==> config.mk <==
export PLATFORM = sky130hd
export DESIGN_NAME = rle_bit_unpacker_flat
export DESIGN_NICKNAME = d
export VERILOG_FILES = /design/src/rtl/rle_bit_unpacker_pkg.sv /design/src/rtl/rle_bit_unpacker_if.sv /design/src/rtl/rle_bit_unpacker_fill_mask.sv /design/src/rtl/rle_bit_unpacker.sv /design/src/flat_wrapper.sv
export SDC_FILE = /design/constraint.sdc
export NUM_CORES = 1
export LEC_CHECK = 0
export BUFFER_PORTS_ARGS = -buffer_cell sky130_fd_sc_hd__buf_2
export CAP_MARGIN = 30
export CORE_MARGIN = 2
export CORE_UTILIZATION = 32
export DETAILED_ROUTE_END_ITERATION = 10
export SETUP_SLACK_MARGIN = 0.15
export SYNTH_ARGS = -nofsm -noshare
export SYNTH_HDL_FRONTEND = slang
export SYNTH_SLANG_ARGS = --single-unit
==> constraint.sdc <==
create_clock -name clk -period 7.2 [get_ports clk]
set_input_delay 0.36 -clock clk [delete_from_list [all_inputs] [get_ports clk]]
set_output_delay 0.36 -clock clk [all_outputs]
set_load 0.05 [all_outputs]
==> src/rtl/rle_bit_unpacker_pkg.sv <==
// Shared types and constants for the run-length bit unpacker.
// Holds the controller state encoding and the zero-run rule.
package rle_bit_unpacker_pkg;

  typedef enum logic [1:0] {
    IDLE  = 2'd0,
    RUN   = 2'd1,
    WRITE = 2'd2,
    FLUSH = 2'd3
  } rleState_t;

  // A run field of zero stands for the largest run, 2^RUN_W bits.
  localparam bit ZERO_RUN_IS_FULL = 1'b1;

endpackage

==> src/rtl/rle_bit_unpacker_if.sv <==
// Token input and RAM write port of the unpacker, bundled as one interface.
// Both sides are valid/ready: a transfer happens on a rising edge where valid (tok_valid / mem_wr) and ready (tok_ready / mem_ready) are both high; the source holds its payload stable until then.
interface rle_bit_unpacker_if #(
  parameter int ADDR_W = 16,
  parameter int RUN_W  = 8
);
  logic              tok_valid;
  logic              tok_ready;
  logic              tok_bit;
  logic [RUN_W-1:0]  tok_run;
  logic              mem_wr;
  logic [ADDR_W-1:0] mem_addr;
  logic [7:0]        mem_wdata;
  logic              mem_ready;

  modport master (
    output tok_valid, tok_bit, tok_run, mem_ready,
    input  tok_ready, mem_wr, mem_addr, mem_wdata
  );

  modport slave (
    input  tok_valid, tok_bit, tok_run, mem_ready,
    output tok_ready, mem_wr, mem_addr, mem_wdata
  );
endinterface

==> src/rtl/rle_bit_unpacker_fill_mask.sv <==
// Sets n bits of the partial byte, from position bitIdx downward, to value b.
// Flags when the lowest written bit is bit 0, i.e. the byte is full.
module rle_fill_mask (
  input  logic [2:0] bitIdx,
  input  logic [3:0] n,
  input  logic       b,
  input  logic [7:0] partial,
  output logic [7:0] newPartial,
  output logic       byteComplete
);
  logic [3:0] bitsLeft;
  logic [3:0] lowBit;
  logic [8:0] upper;
  logic [8:0] lower;
  logic [7:0] mask;

  assign bitsLeft     = {1'b0, bitIdx} + 4'd1;
  assign lowBit       = bitsLeft - n;
  assign upper        = (9'd1 << bitsLeft) - 9'd1;
  assign lower        = (9'd1 << lowBit) - 9'd1;
  assign mask         = upper[7:0] & ~lower[7:0];
  assign newPartial   = b ? (partial | mask) : (partial & ~mask);
  assign byteComplete = (lowBit == 4'd0);
endmodule

==> src/rtl/rle_bit_unpacker.sv <==
// Expands run-length tokens into an MSB-first bitstream and writes it to RAM
// one byte at a time; a flush writes out any partially filled byte.
module rle_bit_unpacker
  import rle_bit_unpacker_pkg::*;
#(
  parameter int ADDR_W = 16,
  parameter int RUN_W  = 8
) (
  input  logic              clk,
  input  logic              rst_n,
  input  logic              start,
  input  logic [ADDR_W-1:0] start_addr,
  input  logic              flush,
  rle_bit_unpacker_if.slave bus,
  output logic [ADDR_W-1:0] byte_idx,
  output logic [2:0]        bit_idx,
  output logic              busy,
  output logic              done,
  output rleState_t         dbgState
);
  localparam logic [RUN_W:0] FULL_RUN = {1'b1, {RUN_W{1'b0}}};

  rleState_t      state;
  logic [RUN_W:0] rem;
  logic           runBit;
  logic [7:0]     partial;
  logic [3:0]     bitsLeft;
  logic [3:0]     fillN;
  logic [7:0]     filled;
  logic           byteComplete;
  logic           tokFire;

  // start and flush outrank a token, so the token is held off while either is up.
  assign bus.tok_ready = (state == IDLE) && !flush && !start;
  assign tokFire       = bus.tok_valid && bus.tok_ready;
  assign busy          = (state != IDLE);
  assign dbgState      = state;

  assign bitsLeft = {1'b0, bit_idx} + 4'd1;
  assign fillN    = (rem < (RUN_W+1)'(bitsLeft)) ? rem[3:0] : bitsLeft;

  rle_fill_mask u_fill (
    .bitIdx      (bit_idx),
    .n           (fillN),
    .b           (runBit),
    .partial     (partial),
    .newPartial  (filled),
    .byteComplete(byteComplete)
  );

  always_ff @(posedge clk or negedge rst_n) begin
    if (!rst_n) begin
      state         <= IDLE;
      byte_idx      <= '0;
      bit_idx       <= 3'd7;
      partial       <= 8'h00;
      rem           <= '0;
      runBit        <= 1'b0;
      bus.mem_wr    <= 1'b0;
      bus.mem_addr  <= '0;
      bus.mem_wdata <= 8'h00;
      done          <= 1'b0;
    end else begin
      done <= 1'b0;
      case (state)
        IDLE: begin
          if (start) begin
            byte_idx <= start_addr;
            bit_idx  <= 3'd7;
            partial  <= 8'h00;
          end else if (flush) begin
            state <= FLUSH;
          end else if (tokFire) begin
            rem    <= (bus.tok_run == '0 && ZERO_RUN_IS_FULL) ? FULL_RUN : {1'b0, bus.tok_run};
            runBit <= bus.tok_bit;
            state  <= RUN;
          end
        end
        RUN: begin
          partial <= filled;
          rem     <= rem - (RUN_W+1)'(fillN);
          if (byteComplete) begin
            bus.mem_wr    <= 1'b1;
            bus.mem_addr  <= byte_idx;
            bus.mem_wdata <= filled;
            state         <= WRITE;
          end else begin
            // Run ended inside the byte: keep the partial byte for the next token.
            bit_idx <= bit_idx - fillN[2:0];
            done    <= 1'b1;
            state   <= IDLE;
          end
        end
        WRITE: begin
          if (bus.mem_ready) begin
            bus.mem_wr <= 1'b0;
            byte_idx   <= byte_idx + ADDR_W'(1);
            bit_idx    <= 3'd7;
            partial    <= 8'h00;
            if (rem != '0) begin
              state <= RUN;
            end else begin
              done  <= 1'b1;
              state <= IDLE;
            end
          end
        end
        FLUSH: begin
          if (bit_idx == 3'd7) begin
            done  <= 1'b1;
            state <= IDLE;
          end else begin
            // rem is zero here, so WRITE finishes straight back to IDLE.
            bus.mem_wr    <= 1'b1;
            bus.mem_addr  <= byte_idx;
            bus.mem_wdata <= partial;
            state         <= WRITE;
          end
        end
        default: state <= IDLE;
      endcase
    end
  end
endmodule

==> src/flat_wrapper.sv <==
// flat-port wrapper written by rule: the top's interface ports become plain ports
module rle_bit_unpacker_flat import rle_bit_unpacker_pkg::*;
#(
  parameter int ADDR_W = 16,
  parameter int RUN_W  = 8
)
  (clk, rst_n, start, start_addr, flush, byte_idx, bit_idx, busy, done, dbgState, bus_tok_valid, bus_tok_bit, bus_tok_run, bus_mem_ready, bus_tok_ready, bus_mem_wr, bus_mem_addr, bus_mem_wdata);
  rle_bit_unpacker_if #(.ADDR_W(ADDR_W), .RUN_W(RUN_W)) bus_i ();
  input  logic clk;
  input  logic rst_n;
  input  logic start;
  input  logic [ADDR_W-1:0] start_addr;
  input  logic flush;
  output logic [ADDR_W-1:0] byte_idx;
  output logic [2:0] bit_idx;
  output logic busy;
  output logic done;
  output rleState_t dbgState;
  input wire logic [$bits(bus_i.tok_valid)-1:0] bus_tok_valid;
  input wire logic [$bits(bus_i.tok_bit)-1:0] bus_tok_bit;
  input wire logic [$bits(bus_i.tok_run)-1:0] bus_tok_run;
  input wire logic [$bits(bus_i.mem_ready)-1:0] bus_mem_ready;
  output wire logic [$bits(bus_i.tok_ready)-1:0] bus_tok_ready;
  output wire logic [$bits(bus_i.mem_wr)-1:0] bus_mem_wr;
  output wire logic [$bits(bus_i.mem_addr)-1:0] bus_mem_addr;
  output wire logic [$bits(bus_i.mem_wdata)-1:0] bus_mem_wdata;
  assign bus_i.tok_valid = bus_tok_valid;
  assign bus_i.tok_bit = bus_tok_bit;
  assign bus_i.tok_run = bus_tok_run;
  assign bus_i.mem_ready = bus_mem_ready;
  assign bus_tok_ready = bus_i.tok_ready;
  assign bus_mem_wr = bus_i.mem_wr;
  assign bus_mem_addr = bus_i.mem_addr;
  assign bus_mem_wdata = bus_i.mem_wdata;
  rle_bit_unpacker #(.ADDR_W(ADDR_W), .RUN_W(RUN_W)) u_core (.clk(clk), .rst_n(rst_n), .start(start), .start_addr(start_addr), .flush(flush), .bus(bus_i), .byte_idx(byte_idx), .bit_idx(bit_idx), .busy(busy), .done(done), .dbgState(dbgState));
endmodule
* Word level (Yosys, flattened, before mapping)
Cells that the tools add are included.
Operators by class: $add $sub $neg 7, magnitude comparators 1, equal/unequal tests 13, shifts and indexed selects 2, mux-type cells 40, bitwise logic cells 7, reductions and logical operators 23
Operators with widths (number):
- $mux 16 | 4
- $pmux 16 s2 | 2
- $mux 8 | 5
- $mux 9 | 4
- $pmux 8 s3 | 1
- $pmux 9 s2 | 1
- $add 16x1->16 const B | 1
- $and 8x8->8 | 2
- $not 8->8 | 2
- $pmux 8 s2 | 1
- $reduce_and 4->1 | 4
- $shl 1x4->8 const A | 2
- $sub 8x1->8 const B | 2
- $mux 2 | 6
- $ne 2x2->1 const B | 6
- $reduce_and 3->1 | 4
- $lt 9x4->1 | 1
- $mux 3 | 3
- $pmux 3 s3 | 1
- $reduce_bool 9->1 | 1
- $sub 9x4->9 | 1
- $logic_not 8->1 | 1
- $mux 1 | 8
- $or 8x8->8 | 1
- 18 further kinds | 29
Storage, ports and cells: bits in registers 65, output and inout bits 49

* Longest topological paths before layout
Gate-level depths: netlist of the first run.
word-level depth 13, mapped depth 24

* Cells and area by module
A second synthesis of the first run with hierarchy kept.
Unflattened totals: cell total of the unflattened synthesis 483, area, all modules 4438.0 µm²
Modules (own cells, without submodules):
- rle_bit_unpacker | instances 1, cells each 374, area an instance 3562.2 µm², sequential area each 1630.3 µm²
- rle_fill_mask | instances 1, cells each 109, area an instance 875.8 µm², sequential area each 0.0 µm²

* Least setup slack after synthesis of the first run
Ideal clock, no wire load.
path type register -> register, start register u_core.bit_idx[0], end register u_core.bus.mem_wdata[6], library setup time 0.126 ns, arrival 5.566 ns, required time 7.074 ns, slack 1.508 ns, stages on the path, launching flop included 25, buffers on the path 1, clock period less this slack 5.692 ns, path through dfstp_2 -> inv_1 -> ha_1 -> inv_1 -> ha_1 -> o211ai_1 -> and3_1 -> o21ai_1 -> nor2_1 -> a21oi_1 -> ha_1 -> inv_1 -> a32o_1 -> maj3_1 -> o22ai_4 -> nor2_1 -> or4_1 -> ha_1 -> clkbuf_1 -> xnor2_1 -> nand4_1 -> a31oi_1 -> a2111oi_4 -> mux2i_1 -> a21oi_1
Between the ends: longest elaborated chain between the ends 13, elaborated cells on any way between the ends 21
Ends and longest elaborated chain:
- start, declared | line rle_bit_unpacker.sv:16 | output logic [2:0] bit_idx,
- start signal, assigned | line rle_bit_unpacker.sv:89 | bit_idx <= bit_idx - fillN[2:0];
- $add 3x1->4 | line rle_bit_unpacker_fill_mask.sv:17, rle_bit_unpacker.sv:39
- $lt 9x4->1 | line rle_bit_unpacker.sv:40 | assign fillN = (rem < (RUN_W+1)'(bitsLeft)) ? rem[3:0] : bitsLeft;
- $mux 4 | line rle_bit_unpacker.sv:40
- $sub 4x4->4 | line rle_bit_unpacker_fill_mask.sv:18 | assign lowBit = bitsLeft - n;
- $shl 1x4->8 | line rle_bit_unpacker_fill_mask.sv:20 | assign lower = (9'd1 << lowBit) - 9'd1;
- $sub 8x1->8 | line rle_bit_unpacker_fill_mask.sv:20
- $not 8->8 | line rle_bit_unpacker_fill_mask.sv:21 | assign mask = upper[7:0] & ~lower[7:0];
- $and 8x8->8 | line rle_bit_unpacker_fill_mask.sv:21
- $not 8->8 | line rle_bit_unpacker_fill_mask.sv:22 | assign newPartial = b ? (partial | mask) : (partial & ~mask);
- $and 8x8->8 | line rle_bit_unpacker_fill_mask.sv:22
- $mux 8 | line rle_bit_unpacker_fill_mask.sv:22
- $mux 8 | line rle_bit_unpacker.sv:82 | if (byteComplete) begin
- $pmux 8 s2 | line rle_bit_unpacker.sv:65 | case (state)
- end signal, assigned | line rle_bit_unpacker.sv:85 | bus.mem_wdata <= filled;
- end signal, assigned | line rle_bit_unpacker.sv:116 | bus.mem_wdata <= partial;
- end, declared | line rle_bit_unpacker_if.sv:23 | output tok_ready, mem_wr, mem_addr, mem_wdata
Parallel ways exist; a longest one is shown, timed or not. The select of a mux whose other input is x is not followed. A chain may end at the register's enable or synchronous reset.

* Worst setup path in the final report of the first run
Ends and elaborated chain as after synthesis.

==> impl_metrics.toml, run 1 <==
[logic_synthesis]
synth-warning-count = 0
synth_ff_type = "dfrtp_1"
synthMuxAreaShare = 0.0268
synth-compound-area-share = 0.255
synth_area_per_cell_um2 = 8.25
synth-seq-cells = 65
synth_xor_area_frac = 0.0208
synth_top_family_by_area = "compound AO/OA/AOI/OAI gates"
syn_inst = 510
netlist-cell-type-count = 64
synthArstFlopShare = 1.00
netlist_area_um2 = 4210
syn-num-nets = 559
synth_top_area_cell = "dfrtp_1"
synth_top_area_share = 0.369
netlist_top_cells_area = "dfrtp_1, nand2_1, a21oi_1, ha_1, nor2_1"
synthSimpleGateAreaFrac = 0.211
ys_seq_area_frac = 0.388
synth_edf_count = 0
synth_adder_area_share = 0.0559

[clock_tree]
cts_tree = "done"
htree_levels = 3
clockBufferDepth = 2
clk_latency_ns = 0.33
cts_resized = 0
clk_pin_slew_ns = 0.06
cts_buffers = 9
hold_buffers = 0
clockRootBuffer = "clkbuf_16"
cts_setup_buffers = 0
numClockSinks = 65

[placement]
dp_hpwl_um = 8940
io_buffers = 79
place_inst = 740
place_congestion = 0.891

[timing]
slew_headroom = 0.329
hold_viol_final = 0
tightest_slew_ns = 1.01
rsz0062_at_grt = "false"
min_period_over_period = 0.862
fmax_mhz = 161
min_period_ns = 6.21
setup_viol = 0
drv_slew = 0
finalSetupTns_ns = 0
finClkSkew_ns = 0.00884

[run_status]
status = "complete, no violations"

[grt]
use_met2 = 0.277
grt_pass1_vias = 3924
antenna_found_initial = 0
overflow = 0
busiest_layer = "met2"
grt_pass1_wl_um = 20100
met3_usage = 0.0261
grtUsageTotal = 0.176
met1_usage = 0.244
grt_max_degree = 66

[floorplan]
die_h_um = 119
dieWidth_um = 119
initial_core_util = 0.331
row_count = 41
dieArea_um2 = 14100
num_io_pins = 80
fp.coreArea_um2 = 12700

[detailed_routing]
drt_iter0_markers = 303
wl_per_cell_um = 16.1
firstDrtPassIters = 5
drc = 0
antenna_left = 0
vias = 4089
routed_wl_um = 12200
viasPerCell = 5.41

[critical_path]
required_ns = 7.37
crit_fanout = 11
r2r_setup_slack_ns = 0.99
worstSetupPathType = "flop to flop"
arrival_ns = 6.38
startpoint_type = "flop"
crit_path_end_kind = "flop"
r2r-end = "u_core.bus.mem_wdata[6]"
reg2reg_depth = 23
r2r_start = "u_core.bit_idx[0]"

[run]
max-cap-violations = 0

[finish]
antenna_cells = 0
finalNetCount = 628
syn2layout_area_growth_pct = 21.1
drive_above_1_share = 0.199
stdcell_count = 756

[worst_hold_path]
hold_class = "primary input to async pin"
-- per-stage QoR --
stage                     instance area [um^2]   util  hold slack (ns)  worst slack [ns]
after floorplan                           4210      -           0.0644              1.51
after global placement                    4750  0.373            0.448              1.24
after detailed placement                  4750  0.373            0.451              1.08
after CTS                                 5090  0.400            0.263              1.06
after global routing                      5090  0.400            0.278             0.582
final                                     5090  0.400            0.197             0.993
-- critical path: stages (launching register included) --
cell and delay, ns:
dfstp_2 0.64, inv_1 0.11, ha_1 0.37, inv_1 0.10, ha_1 0.30, o211ai_1 0.11
and3_1 0.21, o21ai_1 0.55, nor2_1 0.08, a21oi_1 0.28, ha_1 0.33, inv_1 0.12
a32o_1 0.26, maj3_1 0.42, o22ai_4 0.24, nor2_1 0.10, or4_1 0.49, ha_1 0.34
xnor2_1 0.17, nand4_1 0.11, a31oi_1 0.10, a2111oi_4 0.31, mux2i_1 0.23, a21oi_1 0.08
-- final cells by class --
cell class / count / area, um^2
clock buffer: 10 / 229
clock inverter: 6 / 114
fill: 1349 / 7630
inverter: 21 / 78.8
multi-input combinational: 399 / 2400
sequential: 65 / 1630
tap: 172 / 215
timing repair buffer: 83 / 425
-- cell families after synthesis --
family	count (synthesis)
simple gates	198
compound gates	161
flops	65
buf+inv	46
fa+ha+maj	19
mux	11
xor+xnor	10
-- cell usage in the layout (no fill, tap or decap), drive strengths merged, types with 8 or more instances in the layout --
cell type / n
o22ai: 18
nand3: 18
o21ai: 30
a21oi: 52
o211ai: 8
inv: 20
dfrtp: 62
nand2: 90
mux2i: 9
buf: 83
nor2: 45
nor3: 9
xnor2: 9
ha: 18
clkbuf: 10
-- per-layer routing --
| layer | up-vias | routed length, um |
|---|---|---|
| met1 | 1953 | 5780 |
| met5 | - | 0 |
| met3 | 18 | 640 |
| met4 | 0 | 236 |
| met2 | 133 | 5520 |
| li1 | 1985 | - |
-- cell usage after synthesis, types with 3 or more instances --
cell and number:
o31ai_1 6, inv_1 19, o32ai_1 3, a21oi_1 51, mux2i_1 9, nand3_1 18
dfstp_2 3, a311oi_1 3, xnor2_1 9, nand2_1 90, o211ai_1 7, o21ai_1 9
a211o_1 3, and3_1 5, nand2b_1 4, o22ai_1 16, dfrtp_1 62, a31oi_1 6
and2_1 5, a32oi_1 3, a211oi_1 6, nor3_1 8, nor2b_1 3, buf_2 6
or2_2 3, nor2_1 45, nor4_1 6, clkbuf_1 18, a21o_1 3, ha_1 18
o21ai_0 21
-- worst max path at each step --
stage,slack (ns),from,end
6_report,0.99,u_core.bit_idx[0],u_core.bus.mem_wdata[6]
5_1_grt,0.58,u_core.bit_idx[0],u_core.bus.mem_wdata[6]
4_1_cts,1.06,u_core.bit_idx[0],u_core.bus.mem_wdata[6]
3_5_place_dp,1.08,u_core.bit_idx[0],u_core.bus.mem_wdata[6]
3_3_place_gp,1.24,u_core.bit_idx[0],u_core.bus.mem_wdata[6]
2_1_floorplan,1.51,u_core.bit_idx[0],u_core.bus.mem_wdata[6]
-- sequential cells by signal (all words and copies together) (netlist names) --
signal                cells
u_core.bus.mem_addr      16
u_core.byte_idx          16
u_core.rem                9
u_core.bus.mem_wdata      8
u_core.partial            8
u_core.bit_idx            3
u_core.dbgState           2
u_core.bus.mem_wr         1
u_core.done               1
u_core.runBit             1
Power of run 1 is not shown: default switching activity piles up to over one toggle a cycle in this logic, so the estimate is an artifact.
==> run 2: changes to the inputs <==
- CORE_UTILIZATION: 32 -> 56
- PLACE_DENSITY: unset -> 0.81
==> run 2 against run 1 <==
- fmax is 3.0% higher
- worst setup slack improved by 0.18 ns
- die area is 42% lower
- first-iteration DRC count increased by 23%
- hold slack got worse by 0.020 ns
- sequential share of layout area rose by 1.3 points
- utilization is 27 points higher
- critical endpoint is now u_core.partial[6]
- highest routed layer unchanged
==> impl_metrics.toml, run 2 (same netlist as run 1, synthesis figures left out) <==
[run_status]
status = "complete, no violations"

[floorplan]
dieWidth_um = 90.7
num_io_pins = 80
row_count = 31
dieArea_um2 = 8220
die_h_um = 90.7
initial_core_util = 0.580
fp.coreArea_um2 = 7250

[finish]
largestRegisters = "u_core.bus.mem_addr x16, u_core.byte_idx x16, u_core.rem x9"
drive_above_1_share = 0.200
layout_commonest_cell = "nand2_1"
finalNetCount = 629
antenna_cells = 0
nFillCells = 606
mostFrequentLayoutCells = "nand2_1, buf_2, dfrtp_1"
multiInputGateArea_um2 = 2390
syn2layout_area_growth_pct = 16.2
seqCellArea_um2 = 1630

[critical_path]
worstSetupPathType = "flop to flop"
required_ns = 7.46
crit_fanout = 11
arrival_ns = 6.29
crit_path_end_kind = "flop"
startpoint_type = "flop"

[clock_tree]
cts_setup_buffers = 0
cts_buffers = 9
hold_buffers = 0
cts_resized = 0
clk_pin_slew_ns = 0.08
htree_levels = 3
cts_tree = "done"
clockRootBuffer = "clkbuf_8"
clockBufferDepth = 2
clk_latency_ns = 0.35
numClockSinks = 65

[timing]
rsz0062_at_grt = "false"
min_period_over_period = 0.837
hold_viol_final = 0
slew_headroom = 0.336
finalSetupTns_ns = 0
drv_slew = 0
min_period_ns = 6.03
fmax_mhz = 166
tightest_slew_ns = 0.996
setup_viol = 0
finClkSkew_ns = 0.0118

[grt]
grt_pass1_wl_um = 18900
grt_pass1_vias = 3967
antenna_found_initial = 0
grt_max_degree = 66
overflow = 0
grtUsageTotal = 0.280

[detailed_routing]
wl_met3_um = 847
drc = 0
wl_met1_um = 4960
highest_layer = "met4"
drt_iter0_markers = 374
met2WireLength_um = 5150
viasPerCell = 6.13
routed_wl_um = 11200
firstDrtPassIters = 5
vias = 4190
antenna_left = 0
wl_per_cell_um = 16.4

[worst_hold_path]
hold_class = "primary input to async pin"

[placement]
io_buffers = 79
dp_hpwl_um = 7930
place_congestion = 0.919

[run]
max-cap-violations = 0
==> run 2: changes by cell type in the layout (fill, tap and decap cells not counted) <==
cell        delta
clkbuf_8      +10
clkbuf_16      -9
buf_4          +1
bufinv_16      -1
clkbuf_1       -1
clkinv_2       +1
clkinv_4       +1
clkinvlp_4     -1
o22ai_1        +1
o22ai_2        -1
==> run 2: path summary, 6_finish.rpt <==
| path | depth (start not counted) | startpoint | end | slack, ns |
|---|---|---|---|---|
| setup / recovery | 23 | u_core.bit_idx[0] | u_core.partial[6] | 1.17 |
| max in group asynchronous | 2 | rst_n | u_core.bus.mem_wdata[0] | 6.47 |
| hold / removal | 2 | rst_n | u_core.rem[6] | 0.18 |
| min in group clk | 3 | start_addr[0] | u_core.byte_idx[0] | 0.25 |
| setup reg to reg | 23 | u_core.bit_idx[0] | u_core.partial[6] | 1.17 |
| hold reg to reg | 2 | u_core.bus.mem_addr[5] | u_core.bus.mem_addr[5] | 0.46 |
==> run 2: per-layer routing <==
metal | up-vias | global-route usage
li1 | 1992 | -
met1 | 1966 | 0.396
met2 | 207 | 0.432
met3 | 25 | 0.0459
met4 | 0 | 0.112
met5 | - | 0
==> run 2: worst max-delay path: stages, from the launching register on <==
cell      delay [ns]
dfstp_2         0.63
inv_1           0.11
ha_1            0.38
inv_1           0.10
ha_1            0.30
o211ai_1        0.10
and3_1          0.21
o21ai_1         0.49
nor2_1          0.08
a21oi_1         0.24
ha_1            0.31
inv_1           0.12
a32o_1          0.24
maj3_1          0.41
o22ai_4         0.25
nor2_1          0.09
or4_1           0.49
ha_1            0.33
xnor2_1         0.20
nand4_1         0.12
a31oi_1         0.34
a211o_1         0.18
a21oi_1         0.07
o22ai_1         0.14
==> run 2: cell type report <==
| type | count | area share |
|---|---|---|
| repair buffers | 84 | 0.0886 |
| multi-input cells | 399 | 0.490 |
| well taps | 99 | 0.0253 |
| flip-flops and latches | 65 | 0.334 |
| clock inverters | 6 | 0.0184 |
| clock buffers | 10 | 0.0282 |
| inverters | 21 | 0.0161 |
==> run 2: through the flow <==
step | cell area (um^2) | util | hold slack [ns] | setup slack [ns] | instances
after floorplan | 4210 | - | 0.0644 | 1.51 | 510
after global placement | 4660 | 0.643 | 0.444 | 1.42 | 668
after detailed placement | 4660 | 0.643 | 0.450 | 1.25 | 668
after CTS | 4890 | 0.674 | 0.224 | 1.23 | 684
after global routing | 4890 | 0.674 | 0.276 | 0.681 | 684
final | 4890 | 0.674 | 0.177 | 1.17 | 684
Power of run 2 is left out for the same reason.
